$ cat src/rtl/bip_pkg.sv
// Shared definitions for the BIP program sequencer: run-state encoding,
// command selection in priority order, and the default address width.
package bip_pkg;

    localparam int AB_DEF = 11;

    typedef enum logic [1:0] {
        ST_IDLE = 2'd0,
        ST_RUN  = 2'd1,
        ST_HALT = 2'd2
    } state_t;

    // Commands listed highest priority first
    typedef enum logic [2:0] {
        CMD_HALT  = 3'd0,
        CMD_STALL = 3'd1,
        CMD_RET   = 3'd2,
        CMD_CALL  = 3'd3,
        CMD_JMP   = 3'd4,
        CMD_NEXT  = 3'd5
    } cmd_t;

    // Pick the winning command; losers in the same cycle are dropped
    function automatic cmd_t pick_cmd(
        input logic i_halt,
        input logic i_stall,
        input logic i_ret,
        input logic i_call,
        input logic i_jmp
    );
        if (i_halt)       return CMD_HALT;
        else if (i_stall) return CMD_STALL;
        else if (i_ret)   return CMD_RET;
        else if (i_call)  return CMD_CALL;
        else if (i_jmp)   return CMD_JMP;
        else              return CMD_NEXT;
    endfunction

endpackage

$ cat src/rtl/bip_return_stack.sv
// LIFO of return addresses. Ports: clk, rst (sync, active-high),
// push/pop/din in; dout (top entry, combinational), level, full, empty out.
module bip_return_stack #(
    parameter int AB          = 11,
    parameter int STACK_DEPTH = 4
) (
    input  logic                               clk,
    input  logic                               rst,
    input  logic                               push,
    input  logic                               pop,
    input  logic [AB-1:0]                      din,
    output logic [AB-1:0]                      dout,
    output logic [$clog2(STACK_DEPTH+1)-1:0]   level,
    output logic                               full,
    output logic                               empty
);

    localparam int LW = $clog2(STACK_DEPTH + 1);

    logic [AB-1:0] r_mem [STACK_DEPTH];
    logic [LW-1:0] r_level;
    logic          w_do_push;
    logic          w_do_pop;

    assign full      = (int'(r_level) == STACK_DEPTH);
    assign empty     = (r_level == '0);
    assign w_do_push = push & ~full;
    assign w_do_pop  = pop & ~empty;
    assign level     = r_level;

    always_ff @(posedge clk) begin
        if (rst) begin
            r_level <= '0;
        end else if (w_do_push) begin
            r_level <= r_level + LW'(1);
        end else if (w_do_pop) begin
            r_level <= r_level - LW'(1);
        end
    end

    // Contents need no reset; only entries below level are ever read
    always_ff @(posedge clk) begin
        for (int i = 0; i < STACK_DEPTH; i++) begin
            if (w_do_push && i == int'(r_level)) begin
                r_mem[i] <= din;
            end
        end
    end

    // Loop select avoids indexing the array with the wider level count
    always_comb begin
        dout = '0;
        for (int i = 0; i < STACK_DEPTH; i++) begin
            if (i == int'(r_level) - 1) begin
                dout = r_mem[i];
            end
        end
    end

endmodule

$ cat src/rtl/program_sequencer.sv
// BIP program sequencer: IDLE/RUN/HALT control, Addr register, stall/jmp/call/ret.
// Ports: clk, rst, command inputs, jmp_addr in; Addr, running, halted, stk_err, stk_level out.
module program_sequencer
    import bip_pkg::*;
#(
    parameter int            AB          = AB_DEF,
    parameter logic [AB-1:0] RESET_ADDR  = '0,
    parameter int            STACK_DEPTH = 4
) (
    input  logic                              clk,
    input  logic                              rst,
    input  logic                              start_bip,
    input  logic                              stall,
    input  logic                              halt,
    input  logic                              jmp,
    input  logic                              call,
    input  logic                              ret,
    input  logic [AB-1:0]                     jmp_addr,
    output logic [AB-1:0]                     Addr,
    output logic                              running,
    output logic                              halted,
    output logic                              stk_err,
    output logic [$clog2(STACK_DEPTH+1)-1:0]  stk_level
);

    state_t        r_state;
    logic [AB-1:0] r_addr;
    logic          r_running;
    logic          r_halted;
    logic          r_err;

    cmd_t          w_cmd;
    logic [AB-1:0] w_ret_addr;
    logic [AB-1:0] w_top;
    logic          w_full;
    logic          w_empty;
    logic          w_push;
    logic          w_pop;

    assign w_cmd      = pick_cmd(halt, stall, ret, call, jmp);
    assign w_ret_addr = r_addr + AB'(1);
    assign w_push     = (r_state == ST_RUN) && (w_cmd == CMD_CALL) && !w_full;
    assign w_pop      = (r_state == ST_RUN) && (w_cmd == CMD_RET) && !w_empty;

    bip_return_stack #(
        .AB          (AB),
        .STACK_DEPTH (STACK_DEPTH)
    ) u_stack (
        .clk   (clk),
        .rst   (rst),
        .push  (w_push),
        .pop   (w_pop),
        .din   (w_ret_addr),
        .dout  (w_top),
        .level (stk_level),
        .full  (w_full),
        .empty (w_empty)
    );

    always_ff @(posedge clk) begin
        if (rst) begin
            r_state   <= ST_IDLE;
            r_addr    <= RESET_ADDR;
            r_running <= 1'b0;
            r_halted  <= 1'b0;
            r_err     <= 1'b0;
        end else begin
            unique case (r_state)
                ST_IDLE: begin
                    r_addr <= RESET_ADDR;
                    if (start_bip) begin
                        r_state   <= ST_RUN;
                        r_running <= 1'b1;
                    end
                end
                ST_RUN: begin
                    unique case (w_cmd)
                        CMD_HALT: begin
                            r_state   <= ST_HALT;
                            r_running <= 1'b0;
                            r_halted  <= 1'b1;
                        end
                        CMD_STALL: ;
                        CMD_RET: begin
                            if (!w_empty) begin
                                r_addr <= w_top;
                            end else begin
                                r_err     <= 1'b1;
                                r_state   <= ST_HALT;
                                r_running <= 1'b0;
                                r_halted  <= 1'b1;
                            end
                        end
                        CMD_CALL: begin
                            if (!w_full) begin
                                r_addr <= jmp_addr;
                            end else begin
                                r_err     <= 1'b1;
                                r_state   <= ST_HALT;
                                r_running <= 1'b0;
                                r_halted  <= 1'b1;
                            end
                        end
                        CMD_JMP:  r_addr <= jmp_addr;
                        CMD_NEXT: r_addr <= w_ret_addr;
                        default:  ;
                    endcase
                end
                ST_HALT: ;
                default: begin
                    r_state   <= ST_IDLE;
                    r_addr    <= RESET_ADDR;
                    r_running <= 1'b0;
                    r_halted  <= 1'b0;
                end
            endcase
        end
    end

    assign Addr    = r_addr;
    assign running = r_running;
    assign halted  = r_halted;
    assign stk_err = r_err;

endmodule

$ cat config.mk
export PLATFORM = sky130hd
export DESIGN_NAME = program_sequencer
export DESIGN_NICKNAME = d
export VERILOG_FILES = /design/src/rtl/bip_pkg.sv /design/src/rtl/bip_return_stack.sv /design/src/rtl/program_sequencer.sv
export SDC_FILE = /design/constraint.sdc
export NUM_CORES = 1
export LEC_CHECK = 0
export CAP_MARGIN = 20
export CORE_UTILIZATION = 40
export DETAILED_ROUTE_END_ITERATION = 12
export DONT_BUFFER_PORTS = 1
export PLACE_DENSITY = 0.54
export SYNTH_ARGS = -nofsm -noshare
export SYNTH_HDL_FRONTEND = slang
export SYNTH_SLANG_ARGS = --single-unit
$ cat constraint.sdc
create_clock -name clk -period 7.02 [get_ports clk]
set_clock_uncertainty 0.15 [all_clocks]
set_input_delay 0.351 -clock clk [delete_from_list [all_inputs] [get_ports clk]]
set_output_delay 0.351 -clock clk [all_outputs]
set_load 0.01 [all_outputs]
# After elaboration in Yosys (flattened, before gate mapping)

Memory sizes are Yosys's and may differ from the RTL's.
Index checks and enable logic that the tools add are counted.

Flip-flop bits (word level): 19
Latch bits: 0
Memory bits (writable): 44
Memory bits (read-only): 0
Input bits: 19
Output and inout port bits: 17
Word-level logic and storage cells: 111
Memories: 1

Memories:

| name          | depth | bits a word | rd ports | clocked after memory_dff | wr ports | RTL line               | RTL |
|---|---|---|---|---|---|---|---|
| u_stack.r_mem | 4     | 11          | 4        | 0                        | 1        | bip_return_stack.sv:20 | `logic [AB-1:0] r_mem [STACK_DEPTH];` |

Add/sub/neg operators: 4
Multipliers: 0
Divide/modulo/power cells: 0
Magnitude comparators: 0
Equality and inequality tests: 22
Shift operators: 0
Mux-type cells: 47
Bitwise operators: 6
Reduce and logical (&&, ||, !) cells: 25

Operators with widths:

| cell                                                 | number |
|---|---|
| 2-to-1 mux 11 bit                                    | 9 |
| equality test 3 x 32 -> 1 bit (first input constant) | 2 |
| one-hot mux 11 bit (4 select lines)                  | 1 |
| OR reduction 11 bit                                  | 3 |
| equality test 2 x 32 -> 1 bit (first input constant) | 1 |
| zero test 32 bit                                     | 1 |
| one-hot mux 11 bit (2 select lines)                  | 1 |
| 2-to-1 mux 3 bit                                     | 6 |
| 2-to-1 mux 1 bit                                     | 17 |
| 2-to-1 mux 2 bit                                     | 6 |
| one-hot mux 2 bit (3 select lines)                   | 2 |
| AND reduction 4 bit                                  | 3 |
| adder 11 x 1 -> 11 bit (second input constant)       | 1 |
| equality test 3 bit (second input constant)          | 3 |
| zero test 3 bit                                      | 3 |
| one-hot mux 1 bit (3 select lines)                   | 3 |
| logical AND 1 bit                                    | 8 |
| equality test 3 x 2 -> 1 bit (second input constant) | 2 |
| equality test 3 bit (first input constant)           | 2 |
| != test 3 x 2 -> 1 bit (second input constant)       | 2 |
| != test 3 bit (second input constant)                | 2 |
| != test 5 x 1 -> 1 bit (second input constant)       | 1 |
| AND reduction 5 bit                                  | 1 |
| != test 2 x 1 -> 1 bit (second input constant)       | 2 |
| other kinds (15)                                     | 22 |

# Longest topological paths before layout

Gate-level depths: netlist of the first run.

Depth in word-level cells: 16
Gate-level depth with buffers: 10
Mapped depth without buffers: 8

# Modules after synthesis

Synthesis of the first run repeated with hierarchy kept, for this count alone.

Cells, all modules: 243
Area total of the unflattened synthesis: 2931.6 sq um

Modules (own cells, without submodules):

| module            | times used | cells an instance | area an instance (sq um) | sequential area each (sq um) |
|---|---|---|---|---|
| bip_return_stack  | 1          | 115               | 1880.6                   | 1381.3 |
| program_sequencer | 1          | 128               | 1051.0                   | 300.3 |

# Worst setup path before layout of the first run

OpenSTA, ideal clock, no wires.

Path kind: input port to flip-flop
From: in stall
To: reg u_stack.r_level[2], in the netlist u_stack.level[2]
Setup time: 0.120 ns
Arrival: 2.575 ns
Required time: 6.750 ns
Path slack: 4.175 ns
Stages on the path: 9
Buffers on the path: 2
Cells stage by stage: buf_6 -> or4b_4 -> or2_1 -> buf_6 -> or3_1 -> fa_1 -> mux2_2 -> a21oi_1 -> nor3_1

Longest elaborated chain between the ends: 7

RTL lines:

| item                                                   | RTL line                                         | RTL |
|---|---|---|
| from (decl)                                            | program_sequencer.sv:13                          | `input logic stall,` |
| 2-to-1 mux 3 bit *                                     | bip_pkg.sv:32                                    | `else if (i_stall) return CMD_STALL;` |
| 2-to-1 mux 3 bit *                                     | bip_pkg.sv:31                                    | `if (i_halt) return CMD_HALT;` |
| equality test 3 x 2 -> 1 bit (on tied branches)        | program_sequencer.sv:42, program_sequencer.sv:43 |  |
| logical AND 1 bit (on tied branches) (2 in series)     | program_sequencer.sv:42, program_sequencer.sv:43 |  |
| AND 1 bit (on tied branches)                           | bip_return_stack.sv:27, bip_return_stack.sv:28   |  |
| 2-to-1 mux 3 bit or nonzero test 2 bit (tied branches) | --                                               |  |
| to (signal assigned)                                   | bip_return_stack.sv:35                           | `r_level <= r_level + LW'(1);` |
| to (signal assigned)                                   | bip_return_stack.sv:37                           | `r_level <= r_level - LW'(1);` |
| to (decl)                                              | bip_return_stack.sv:21                           | `logic [LW-1:0] r_level;` |

Mark *: on every way between the ends. The rest lies on a longest branch, timed or not.
A chain may end at the register's enable or synchronous reset.

# Worst setup path after layout of the first run

From: reg u_stack.r_level[1], in the netlist u_stack.level[1]
To: reg u_stack.r_level[2], in the netlist u_stack.level[2]

Longest elaborated chain between the ends: 5

RTL lines:

| item |
|---|
| branches (longest 5 deep; another with subtractor 3 x 1 -> 3 bit) |

Parallel ways; which one is timed is not known. The select of a mux whose other input is x is not followed.

==> metrics.md, run 1 <==
| Metric | Value |
|---|---|
| Placement Setup Slack | `approximately 4 ns` |
| Switching Share | `24.1%` |
| WP data arrival | `3.14 ns` |
| WS Path Type | `reg -> reg` |
| P_leak | `0.00105 uW` |
| Core area | `6910 sq um` |
| Grt total ovfl | `0` |
| Clock Power Share | `37.8%` |
| Hold Path Depth | `2` |
| Clock Sinks | `62` |
| Full die area | `around 7600 sq um` |
| Root Driver | `clkbuf_8` |
| Via-to-Cell Ratio | `~5.7` |
| Post-synth EDFFs | `between 40 and 50` |
| Area after DPL | `2990 sq um` |
| #FFs+latches synth | `between 60 and 70` |
| Vias post-DR | `around 2000` |
| Layout cell share with drive strength beyond 1 | `14.6%` |
| Worst reg-to-reg setup slack | `around 4 ns` |
| Clk_lat worst skew | `approximately 0.34 ns` |
| Hold_ws | `between 0.06 and 0.07 ns` |
| Ys flop type | `edfxtp_1` |
| Total CTS buffers | `9` |
| Total track usage | `20.5%` |
| Die Ht | `about 87 um` |
| Power Density | `between 200 and 250 nW/um^2` |
| Fin. Hold Viols | `0` |
| Class of the worst hold path | `in -> reg` |
| Comb power frac | `around 6.0%` |
| Detailed Route Iter0 Violations | `approximately 160` |
| Critical R2R Capture | `u_stack.level[2]` |
| Synthesis-to-finish area growth | `9.04%` |
| Crit path time final | `between 3 and 4 ns` |
| Final period utilization | `a little over two fifths` |
| Setup bufs post-CTS | `0` |
| CP Max Fanout | `22` |
| Total Neg Setup Slack | `0 ns` |
| Antenna diodes | `0` |
| Delay-heaviest family, CP | `flip-flops` |
| DRT Pass-1 Iters | `4` |
| Outcome | `finished clean` |
| Synth Cell Area | `between 2000 and 3000 sq um` |
| Routed wire per std cell | `around 20 um` |
| Clock transition at path regs | `roughly 0.070 ns` |
| Slowest CP cell | `dfxtp_1` |
| Setup repair after global routing missed its margin | `false` |
| Routed Antenna Nets | `0` |
| Rows | `30` |
| Worst r2r src | `u_stack.level[1]` |
| Cell-internal power | `around 530 uW` |
| Setup slack after layout | `a little under 4 ns` |
| Sequential share of power | `between 50% and 60%` |
| CP cell instances | `nor3_1 > or3_1 > fa_1 > mux2_2 > a21oi_1 > nor3_1` |
| Final Setup Violations | `0` |
| Ys Warns | `0` |
| Layout Utilization | `between 40 and 50%` |
| CTS tree | `done` |
| Worst hold endpoint | `running` |
| Design area | `between 3000 and 4000 sq um` |
| Switch Pwr | `170 uW` |
| Slew HR | `between 20% and 30%` |
| Asr flop ratio synth | `0%` |
| Buf+Inv Stages, Crit Path | `0` |
| Routed WL | `7050 um` |
| Min-delay src | `start_bip` |
| Crit path capture type | `register` |
| CTS Buffer Depth | `2` |
| R2R depth | `6` |
| Worst slew pin tran | `about 1.1 ns` |
| Post-synthesis sequential area ratio | `57.8%` |
| Buffers added on ports | `0` |
| Maximum level of the CTS H-tree | `3` |
| Syn nets | `roughly 270` |
| Final Max Tran Viols | `0` |
| Placer congestion estimate | `approximately 0.76` |
| Syn Inst Count | `about 240` |
| Startpoint Class | `register` |
| CP peak stage delay | `between 0.9 and 1 ns` |
| Yosys cell types | `50` |
| Remaining DRCs | `0` |
| Die X-Extent | `slightly below 90 um` |
| Mean post-synth cell area | `11.9 sq um` |
| Post-cts resize count | `0` |
| CP dominant cell by count | `nor3_1` |
| Initial antenna violation count | `0` |
| Fmax | `between 300 and 400 MHz` |
| Number of global-route vias before repair | `approximately 2000` |
| Max_cap viols | `0` |
| Nets | `269` |
| Fillers | `around 690` |
| Largest net degree at the start of global routing | `25` |
| First-pass GRT wire length | `11000 um` |
| Peak supply drop | `roughly 140 uV` |
| Req. time, crit path | `just over 7 ns` |
| Initial Utilization | `42.1%` |
| I/O pin total | `36` |
| Detailed Place HPWL | `4680 um` |
worst max-delay path by stage:
stage	startpoint	to	slack, ns	depth (start not counted)
2_1_floorplan	stall	u_stack.level[2]	4.18	9
5_1_grt	u_stack.level[1]	u_stack.level[2]	3.76	7
3_3_place_gp	u_stack.level[1]	u_stack.level[2]	4.02	6
6_report	u_stack.level[1]	u_stack.level[2]	3.95	6
4_1_cts	u_stack.level[1]	u_stack.level[2]	3.92	6
3_5_place_dp	u_stack.level[2]	u_stack.level[2]	3.95	8
state kept, by name, indices dropped and copies added (netlist names):
register       cells
stk_err            1
u_stack.r_mem     44
u_stack.level      3
running            1
halted             1
Addr              11
r_state            1
through the flow:
step	cells	power, uW
after global placement	332	445
after CTS	349	711
after detailed placement	332	445
after global routing	349	732
final	349	704
after floorplan	244	436
synth_stat cells, types with 2 or more instances:
master / n / area, sq um
edfxtp_1: 44 / 1320
dfxtp_1: 18 / 360
a21oi_1: 17 / 85.1
o21ai_0: 14 / 70.1
nand2_1: 13 / 48.8
nor2_1: 13 / 48.8
a22oi_1: 11 / 82.6
mux2_2: 8 / 90.1
nand3_1: 8 / 40.0
a32o_1: 7 / 70.1
inv_1: 7 / 26.3
xnor2_1: 7 / 61.3
clkbuf_1: 5 / 18.8
or3_1: 5 / 31.3
a22o_1: 4 / 35.0
and3_1: 4 / 25.0
mux2_1: 4 / 45.0
nor3_1: 4 / 20.0
o211a_1: 4 / 40.0
buf_2: 3 / 15.0
nand2b_1: 3 / 18.8
nor2b_1: 3 / 18.8
nor3_2: 3 / 30.0
a211oi_1: 2 / 15.0
a2bb2oi_1: 2 / 17.5
and4_1: 2 / 17.5
buf_1: 2 / 7.51
buf_6: 2 / 22.5
nand4_1: 2 / 12.5
o211ai_1: 2 / 15.0
xor2_1: 2 / 17.5
area by class of cell:
cell class	count	area, sq um	share of cell area, %
Inverter	7	26.3	0.829
Tap cell	96	120	3.79
Sequential cell	62	1680	53.0
Clock inverter	6	38.8	1.22
Timing Repair Buffer	6	47.5	1.50
Multi-Input combinational cell	162	1130	35.6
Clock buffer	10	128	4.03
worst reg2reg max path, stage by stage (launching register included):
cell and delay, ns:
dfxtp_1 0.99, nor3_1 0.39, or3_1 0.48, fa_1 0.44, mux2_2 0.29, a21oi_1 0.14
nor3_1 0.07
power groups by stage:
stage                     Sequential [uW]  Clock [uW]  Combinational, uW
after floorplan                       403           0               33.1
after global placement                404           0               40.6
after detailed placement              404           0               40.8
after CTS                             396         273               42.0
after global routing                  397         288               47.0
final                                 396         266               42.0
metal layers:
layer / vias to the layer above / part of all wire, % / GRT usage, %
met5: - / 0 / 0
met4: 0 / 2.2 / 7.75
met3: 13 / 6.1 / 7.20
met2: 61 / 47 / 32.7
met1: 969 / 45 / 25.5
li1: 946 / - / -
layout by cell type, fill, tap and decap left out, types with 7 or more instances in the layout:
cell type  instances
a21oi_1           17
inv_1              7
o21ai_0           14
edfxtp_1          44
a32o_1             7
dfxtp_1           18
nor2_1            13
mux2_2             8
nand3_1            8
a22oi_1           11
clkbuf_8           9
xnor2_1            7
nand2_1           13
kinds of logic after synthesis:
logic type,Yosys count,synth area share [%]
compound gates,69,16.7
fa+ha+maj,2,1.12
buf+inv,20,3.36
xor+xnor,9,2.71
mux,13,4.99
flops,62,57.8
simple gates,69,13.3
repair_timing:
| item | in CTS | in global routing |
|---|---|---|
| endpoints found under the setup margin | 0 | 0 |
| hold buffers | 1 | 0 |
| endpoints found under the hold margin | 7 | 0 |
(Power assumes the default switching activity.)
==> run 2: changes to the inputs <==
--- a/config.mk
+++ b/config.mk
@@ -5,11 +5,12 @@
 export SDC_FILE = /design/constraint.sdc
 export NUM_CORES = 1
 export LEC_CHECK = 0
+export ABC_AREA = 1
 export CAP_MARGIN = 20
 export CORE_UTILIZATION = 40
 export DETAILED_ROUTE_END_ITERATION = 12
 export DONT_BUFFER_PORTS = 1
-export PLACE_DENSITY = 0.54
+export PLACE_DENSITY = 0.56
 export SYNTH_ARGS = -nofsm -noshare
 export SYNTH_HDL_FRONTEND = slang
 export SYNTH_SLANG_ARGS = --single-unit
==> constraint.sdc (replaced) <==
create_clock -name clk -period 2.7 [get_ports clk]
set_clock_uncertainty 0.15 [all_clocks]
set_input_delay 0.135 -clock clk [delete_from_list [all_inputs] [get_ports clk]]
set_output_delay 0.135 -clock clk [all_outputs]
set_load 0.01 [all_outputs]
==> run 2 against run 1 <==
Effect of this change: combinational power grew to 3.5 times the previous value; sequential share of layout area fell by 5.7 points; synthesized cell count increased by 52%; first-iteration DRC count decreased by 13%; cell area is 12% higher; die area grew 8.6%; core utilization up 0.30 points; register-to-register slack got worse by 3.4 ns; critical path type unchanged; largest power group unchanged.
==> metrics.md, run 2 <==
| Metric | Value |
|---|---|
| Outcome | `finished clean (unchanged)` |
| WS Path Type | `reg -> reg (unchanged)` |
| Initial antenna violation count | `0 (unchanged)` |
| Max reg flops | `44 (unchanged)` |
| Startpoint Class | `register (unchanged)` |
| Root Driver | `clkbuf_8 (unchanged)` |
| I/O pin total | `36 (unchanged)` |
| Ys Warns | `0 (unchanged)` |
| Total track usage | `17.8% (was 20.5%)` |
| Crit path time final | `2.19 ns (was 3.07 ns)` |
| Final Max Tran Viols | `0 (unchanged)` |
| Synth Cell Area | `3160 sq um (was 2910 sq um)` |
| Asr flop ratio synth | `0% (unchanged)` |
| Routed Antenna Nets | `0 (unchanged)` |
| Slew HR | `53.0% (was 29.0%)` |
| Rows | `32 (was 30)` |
| Total CTS buffers | `9 (unchanged)` |
| Nets | `403 (was 269)` |
| Ys flop type | `edfxtp_1 (unchanged)` |
| Synth top cells by count | `nand2_1, edfxtp_1, inv_1 (was edfxtp_1, dfxtp_1, a21oi_1)` |
| Buffers added on ports | `0 (unchanged)` |
| Final period utilization | `81.0% (was 43.7%)` |
| Layout cell share with drive strength beyond 1 | `11.4% (was 14.6%)` |
| Initial Utilization | `41.1% (was 42.1%)` |
| Total Neg Setup Slack | `0 ns (unchanged)` |
| Post-synthesis sequential area ratio | `53.2% (was 57.8%)` |
| Yosys top cell area share | `41.8% (was 45.4%)` |
| CP cell instances | `inv_2 > nor2_8 > inv_2 > nor2_4 > nand3_1 > fa_1 > nand3b_1 > a21oi_1 > nor2_1 (was nor3_1 > or3_1 > fa_1 > mux2_2 > a21oi_1 > nor3_1)` |
| Worst slew pin tran | `0.703 ns (was 1.06 ns)` |
| Grt total ovfl | `0 (unchanged)` |
| P_leak | `0.00142 uW (was 0.00105 uW)` |
| Setup repair after global routing missed its margin | `false (unchanged)` |
| Yosys top cell by area | `edfxtp_1 (unchanged)` |
| Clock Sinks | `62 (unchanged)` |
| Placer congestion estimate | `0.877 (was 0.758)` |
| Clock transition at path regs | `0.08 ns (was 0.07 ns)` |
| Fin. Hold Viols | `0 (unchanged)` |
| Remaining DRCs | `0 (unchanged)` |
| Mean post-synth cell area | `8.55 sq um (was 11.9 sq um)` |
| #FFs+latches synth | `62 (unchanged)` |
| Crit path capture type | `register (unchanged)` |
| Slowest CP cell | `dfxtp_1 (unchanged)` |
| WP data arrival | `2.26 ns (was 3.14 ns)` |
| Area contributors post-synth | `edfxtp_1, nand2_1, dfxtp_1, inv_1, nor2_1 (was edfxtp_1, dfxtp_1, mux2_2, a21oi_1, a22oi_1)` |
| Largest net degree at the start of global routing | `20 (was 25)` |
| Final Setup Violations | `0 (unchanged)` |
| Die X-Extent | `90.9 um (was 87.3 um)` |
| First-pass GRT wire length | `11400 um (was 11000 um)` |
| Die Ht | `90.9 um (was 87.3 um)` |
| DRT Pass-1 Iters | `4 (unchanged)` |
| Delay-heaviest family, CP | `simple AND/OR/NAND/NOR gates (was flip-flops)` |
| CP Max Fanout | `5 (was 22)` |
| Vias post-DR | `2370 (was 1989)` |
| Max_cap viols | `0 (unchanged)` |
| Synthesis-to-finish area growth | `12.3% (was 9.04%)` |
| Req. time, crit path | `2.78 ns (was 7.09 ns)` |
| Fmax | `457 MHz (was 326 MHz)` |
| Largest Register | `u_stack.r_mem (unchanged)` |
| Routed wire per std cell | `13.9 um (was 20.2 um)` |
| Routed WL | `6810 um (was 7050 um)` |
| Full die area | `8270 sq um (was 7610 sq um)` |
| Core area | `7690 sq um (was 6910 sq um)` |
| CTS tree | `done (unchanged)` |
| CTS Buffer Depth | `2 (unchanged)` |
| Peak supply drop | `245 uV (was 142 uV)` |
| Number of global-route vias before repair | `2338 (was 2013)` |
| Post-synth EDFFs | `44 (unchanged)` |
| Class of the worst hold path | `in -> reg (unchanged)` |
| Detailed Route Iter0 Violations | `141 (was 163)` |
| Yosys cell types | `34 (was 50)` |
| Buf+Inv Stages, Crit Path | `2 (was 0)` |
| Most common cell after layout, fill and taps aside | `nand2_1 (was edfxtp_1)` |
| Antenna diodes | `0 (unchanged)` |
| Clk_lat worst skew | `0.33 ns (was 0.34 ns)` |
| Commonest non-fill, non-tap cells in the layout | `nand2_1, inv_1, edfxtp_1, nor2_1, nand3_1 (was edfxtp_1, dfxtp_1, a21oi_1, o21ai_0)` |
| Detailed Place HPWL | `5090 um (was 4680 um)` |
| Maximum level of the CTS H-tree | `3 (unchanged)` |
| Power Density | `593 nW/um^2 (was 222 nW/um^2)` |
| CP dominant cell by count | `inv_2 (was nor3_1)` |
| Via-to-Cell Ratio | `4.85 (was 5.70)` |
| CP peak stage delay | `0.44 ns (was 0.99 ns)` |
| Layout Utilization | `46.2% (was 45.9%)` |
| Setup bufs post-CTS | `0 (unchanged)` |
| Syn Inst Count | `370 (was 244)` |
| Most common cell in the netlist | `nand2_1 (was edfxtp_1)` |
| Syn nets | `391 (was 265)` |
==> run 2: changes by cell type in the layout (fill, tap and decap cells not counted), sizes merged, moves of 7 or more <==
cell	delta
nand3	+25
inv	+48
a32o	-7
nand4	+16
mux2	-12
a22oi	-11
nor2	+30
xnor2	-7
nand2	+88
==> run 2: layout make-up <==
| cell class | count | area (sq um) |
|---|---|---|
| Tap cell | 102 | 128 |
| Clock buffer | 9 | 124 |
| Clock inverter | 7 | 103 |
| Fill cell | 760 | 4140 |
| Multi-Input combinational cell | 245 | 1220 |
| Sequential cell | 62 | 1680 |
| Inverter | 53 | 200 |
| Timing Repair Buffer | 11 | 95.1 |
==> run 2: repair_timing <==
item / 4_1_cts / 5_1_grt
hold buffers: 4 / 1
hold endpoints to repair: 18 / 1
gates resized for setup: 0 / 0
==> run 2: tightest hold or removal path: stages <==
cell and delay [ns]:
inv_1 0.04, nand4_1 0.08, nand2_1 0.06, nor2_1 0.04, nand2_1 0.05, a21oi_1 0.06
==> run 2: worst paths after layout <==
path,from,slack (ns),endpoint,cells past startpoint
worst max-delay path,running,0.51,u_stack.level[2],9
worst min-delay path,jmp_addr[6],0.03,Addr[6],6
worst max register to register,running,0.51,u_stack.level[2],9
worst min register to register,stk_err,0.36,stk_err,2
==> run 2: metal layers <==
| metal | up-vias | GRT usage, % | part of all wire, % |
|---|---|---|---|
| met1 | 1059 | 23.8 | 50 |
| li1 | 1250 | - | - |
| met5 | - | 0 | 0 |
| met4 | 0 | 8.47 | 2.3 |
| met3 | 11 | 2.86 | 3.5 |
| met2 | 50 | 28.2 | 45 |
==> run 2: power by group <==
group / internal (uW) / leakage [uW] / switching (uW)
clock network: 531 / 0.000111 / 392
logic: 47.3 / 0.000756 / 98.9
registers: 1020 / 0.000553 / 16.6
==> run 2: per-stage QoR <==
step / instances / hold WS, ns / setup slack [ns] / power [uW] / area, sq um
2_1_floorplan: 370 / 0.157 / 0.298 / 1170 / 3170
3_3_place_gp: 468 / 0.0590 / 0.523 / 1200 / 3280
3_5_place_dp: 468 / 0.0606 / 0.511 / 1200 / 3280
4_1_cts: 488 / 0.0000314 / 0.489 / 2110 / 3540
5_1_grt: 489 / 0.0573 / 0.313 / 2180 / 3550
6_report: 489 / 0.0264 / 0.514 / 2110 / 3550
==> run 2: cell families (layout without fill, tap and decap cells) <==
group	count (synthesis)	count (layout)	synth area share, %
and+or+nand+nor	202	202	29.8
buffers and inverters	63	80	8.43
DFF	62	62	53.2
AOI/OAI and AO/OA	39	39	7.04
adders and majority gates	2	2	1.03
xor gates and xnor gates	2	2	0.554
==> run 3: changes to the inputs <==
--- a/config.mk
+++ b/config.mk
@@ -5,7 +5,7 @@
 export SDC_FILE = /design/constraint.sdc
 export NUM_CORES = 1
 export LEC_CHECK = 0
-export ABC_AREA = 1
+export ABC_AREA = 0
 export CAP_MARGIN = 20
 export CORE_UTILIZATION = 40
 export DETAILED_ROUTE_END_ITERATION = 12
==> constraint.sdc (replaced) <==
create_clock -name clk -period 1.9 [get_ports clk]
set_clock_uncertainty 0.15 [all_clocks]
set_input_delay 0.095 -clock clk [delete_from_list [all_inputs] [get_ports clk]]
set_output_delay 0.095 -clock clk [all_outputs]
set_load 0.01 [all_outputs]
==> run 3 against run 2 <==
Effect of this change: the flow now finishes with violations (negative hold slack, negative setup slack); via count down 6.1%; sequential share of layout area fell by 2.6 points; combinational power is 64% higher; maximum frequency decreased by 11%; largest cell class unchanged; largest power group unchanged.
==> metrics.md, run 3 (synthesis results as in run 1) <==
| Metric | Value |
|---|---|
| Outcome | `finished, violations left (was finished clean)` |
| Failing checks | `negative hold slack, negative setup slack` |
| Clock Sinks | `62 (unchanged)` |
| Fillers | `650 (was 760)` |
| Switching Share | `23.5% (was 24.1%)` |
| Hold_buf cts | `10 (was 4)` |
| Area occupied by multi-input gates | `1230 sq um (was 1220 sq um)` |
| Max reg flops | `44 (unchanged)` |
| Root Driver | `clkbuf_8 (unchanged)` |
| Vias post-DR | `2226 (was 2370)` |
| Via-to-Cell Ratio | `5.48 (was 4.85)` |
| Max_cap viols | `0 (unchanged)` |
| Die X-Extent | `87.3 um (was 90.9 um)` |
| Layout cell share with drive strength beyond 1 | `30.6% (was 11.4%)` |
| Fmax | `408 MHz (was 457 MHz)` |
| Rows | `30 (was 32)` |
| Detailed Place HPWL | `5120 um (was 5090 um)` |
| Commonest non-fill, non-tap cells in the layout | `buf_4, edfxtp_1, dfxtp_1, a21oi_1, o21ai_0 (was nand2_1, inv_1, edfxtp_1, nor2_1, nand3_1)` |
| Remaining DRCs | `0 (unchanged)` |
| Delay-heaviest family, CP | `simple AND/OR/NAND/NOR gates (unchanged)` |
| Area after DPL | `3360 sq um (was 3280 sq um)` |
| Setup repair after global routing missed its margin | `true (was false)` |
| Cell-internal power | `2100 uW (was 1600 uW)` |
| Final period utilization | `129% (was 81.0%)` |
| Placer congestion estimate | `0.839 (was 0.877)` |
| CP peak stage delay | `0.48 ns (was 0.44 ns)` |
| Final std cells w/o fill | `406 (was 489)` |
| CTS Buffer Depth | `2 (unchanged)` |
| Power Density | `729 nW/um^2 (was 593 nW/um^2)` |
| DRT Pass-1 Iters | `4 (unchanged)` |
| First-pass GRT wire length | `11500 um (was 11400 um)` |
| Grt total ovfl | `0 (unchanged)` |
| Layout Utilization | `54.6% (was 46.2%)` |
| Fin. Hold Viols | `7 (was 0)` |
| Sequential share of power | `52.9% (was 49.3%)` |
| CP cell instances | `or4b_4 > or2_1 > or3_4 > fa_2 > mux2_4 > a21oi_2 > nor3_1 (was inv_2 > nor2_8 > inv_2 > nor2_4 > nand3_1 > fa_1 > nand3b_1 > a21oi_1 > nor2_1)` |
| Crit path capture type | `register (unchanged)` |
| Maximum level of the CTS H-tree | `3 (unchanged)` |
| Total power | `2750 uW (was 2110 uW)` |
| Sequential Area | `1690 sq um (was 1680 sq um)` |
| Number of global-route vias before repair | `2191 (was 2338)` |
| Switch Pwr | `647 uW (was 507 uW)` |
| Req. time, crit path | `1.98 ns (was 2.78 ns)` |
| Largest net degree at the start of global routing | `16 (was 20)` |
| Routed Antenna Nets | `0 (unchanged)` |
| Class of the worst hold path | `in -> reg (unchanged)` |
| CTS tree | `done (unchanged)` |
| Routed WL | `7760 um (was 6810 um)` |
| Nets | `326 (was 403)` |
| Routed wire per std cell | `19.1 um (was 13.9 um)` |
| Peak supply drop | `396 uV (was 245 uV)` |
| Comb power frac | `8.7% (was 6.9%)` |
| Clk_lat worst skew | `0.34 ns (was 0.33 ns)` |
| Worst slew pin tran | `0.549 ns (was 0.703 ns)` |
| Synthesis-to-finish area growth | `29.6% (was 12.3%)` |
| CP Max Fanout | `4 (was 5)` |
| Buffers added on ports | `0 (unchanged)` |
| Core area | `6910 sq um (was 7690 sq um)` |
| Slew HR | `63.3% (was 53.0%)` |
| DP Cell Count | `373 (was 468)` |
| WP data arrival | `2.53 ns (was 2.26 ns)` |
| I/O pin total | `36 (unchanged)` |
| Final Setup Violations | `58 (was 0)` |
| Die Ht | `87.3 um (was 90.9 um)` |
| Startpoint Class | `register (unchanged)` |
| Slowest CP cell | `or4b_4 (was dfxtp_1)` |
| Final Max Tran Viols | `0 (unchanged)` |
| Clock transition at path regs | `0.07 ns (was 0.08 ns)` |
| WS Path Type | `reg -> reg (unchanged)` |
| Initial Utilization | `42.1% (was 41.1%)` |
| Total track usage | `21.3% (was 17.8%)` |
| Antenna diodes | `0 (unchanged)` |
| Crit path time final | `2.45 ns (was 2.19 ns)` |
| Largest Register | `u_stack.r_mem (unchanged)` |
| Setup slack after layout | `-0.550 ns (was 0.514 ns)` |
| Initial antenna violation count | `0 (unchanged)` |
| Hold_ws | `-0.331 ns (was 0.0264 ns)` |
| Buf+Inv Stages, Crit Path | `0 (was 2)` |
| P_leak | `0.00134 uW (was 0.00142 uW)` |
| Full die area | `7610 sq um (was 8270 sq um)` |
| Clock Power Share | `38.4% (was 43.8%)` |
| Detailed Route Iter0 Violations | `112 (was 141)` |
| Design area | `3770 sq um (was 3550 sq um)` |
| Total CTS buffers | `9 (unchanged)` |
## run 3: cell types whose count changed in the layout (fill, tap and decap cells not counted), sizes merged, moves of 7 or more
| cell | previous run | this run |
|---|---|---|
| a32o | 0 | 7 |
| nand2 | 101 | 13 |
| xnor2 | 0 | 7 |
| buf | 6 | 51 |
| mux2 | 0 | 12 |
| nand3 | 33 | 8 |
| a22oi | 0 | 11 |
| nor2 | 44 | 14 |
| inv | 55 | 7 |
| nand4 | 18 | 2 |
## run 3: worst paths after layout
check	depth (start not counted)	endpoint	start	slack (ns)
min reg2reg	2	stk_err	stk_err	0.35
max reg2reg	7	u_stack.level[2]	r_state[1]	-0.55
min	1	r_state[1]	rst	-0.33
max	7	u_stack.level[2]	r_state[1]	-0.55
## run 3: worst reg2reg max path: cells and delay by family (launching register included)
kind	cells	cell delay, ns
AND/OR/NAND/NOR	4	1.09
adder cells (fa/ha/maj)	1	0.38
multiplexers	1	0.29
AO/OA/AOI/OAI	1	0.11
flip-flops	1	0.33
## run 3: power by group through the flow
stage | Clock (uW) | Sequential (uW) | Combinational [uW]
2_1_floorplan | 0 | 1490 | 126
3_3_place_gp | 0 | 1480 | 195
3_5_place_dp | 0 | 1480 | 195
4_1_cts | 1060 | 1450 | 221
5_1_grt | 1120 | 1450 | 258
6_report | 1060 | 1450 | 239
## run 3: per-stage QoR
step                setup WS [ns]  setup TNS, ns
finish                     -0.550         -20.95
global route               -0.662         -25.84
CTS                        -0.529         -22.78
detailed placement         -0.537         -18.35
global placement           -0.530         -17.70
floorplan                  -0.693         -22.16
## run 3: final cells by class
| cell class | instances | share of cell area (%) |
|---|---|---|
| inverter | 7 | 0.697 |
| timing repair buffer | 61 | 14.0 |
| clock inverter | 3 | 0.498 |
| multi-input combinational | 164 | 32.7 |
| sequential | 62 | 44.7 |
| tap | 96 | 3.19 |
| clock buffer | 13 | 4.22 |
## run 3: repair_timing
action / CTS / global route
gates resized for setup: 11 / 13
setup buffers: 3 / 1
cloned: 3 / 1
hold endpoints to repair: 17 / 7
setup endpoints to repair: 57 / 61
pin swaps: 6 / 3
## run 3: routing by layer
layer  up-vias  routed length (um)  track usage, %
met1      1097                3600            28.1
met3         7                 269            4.08
met4         0                 106            8.94
met5         -                   0               0
met2        55                3790            34.4
li1       1067                   -               -
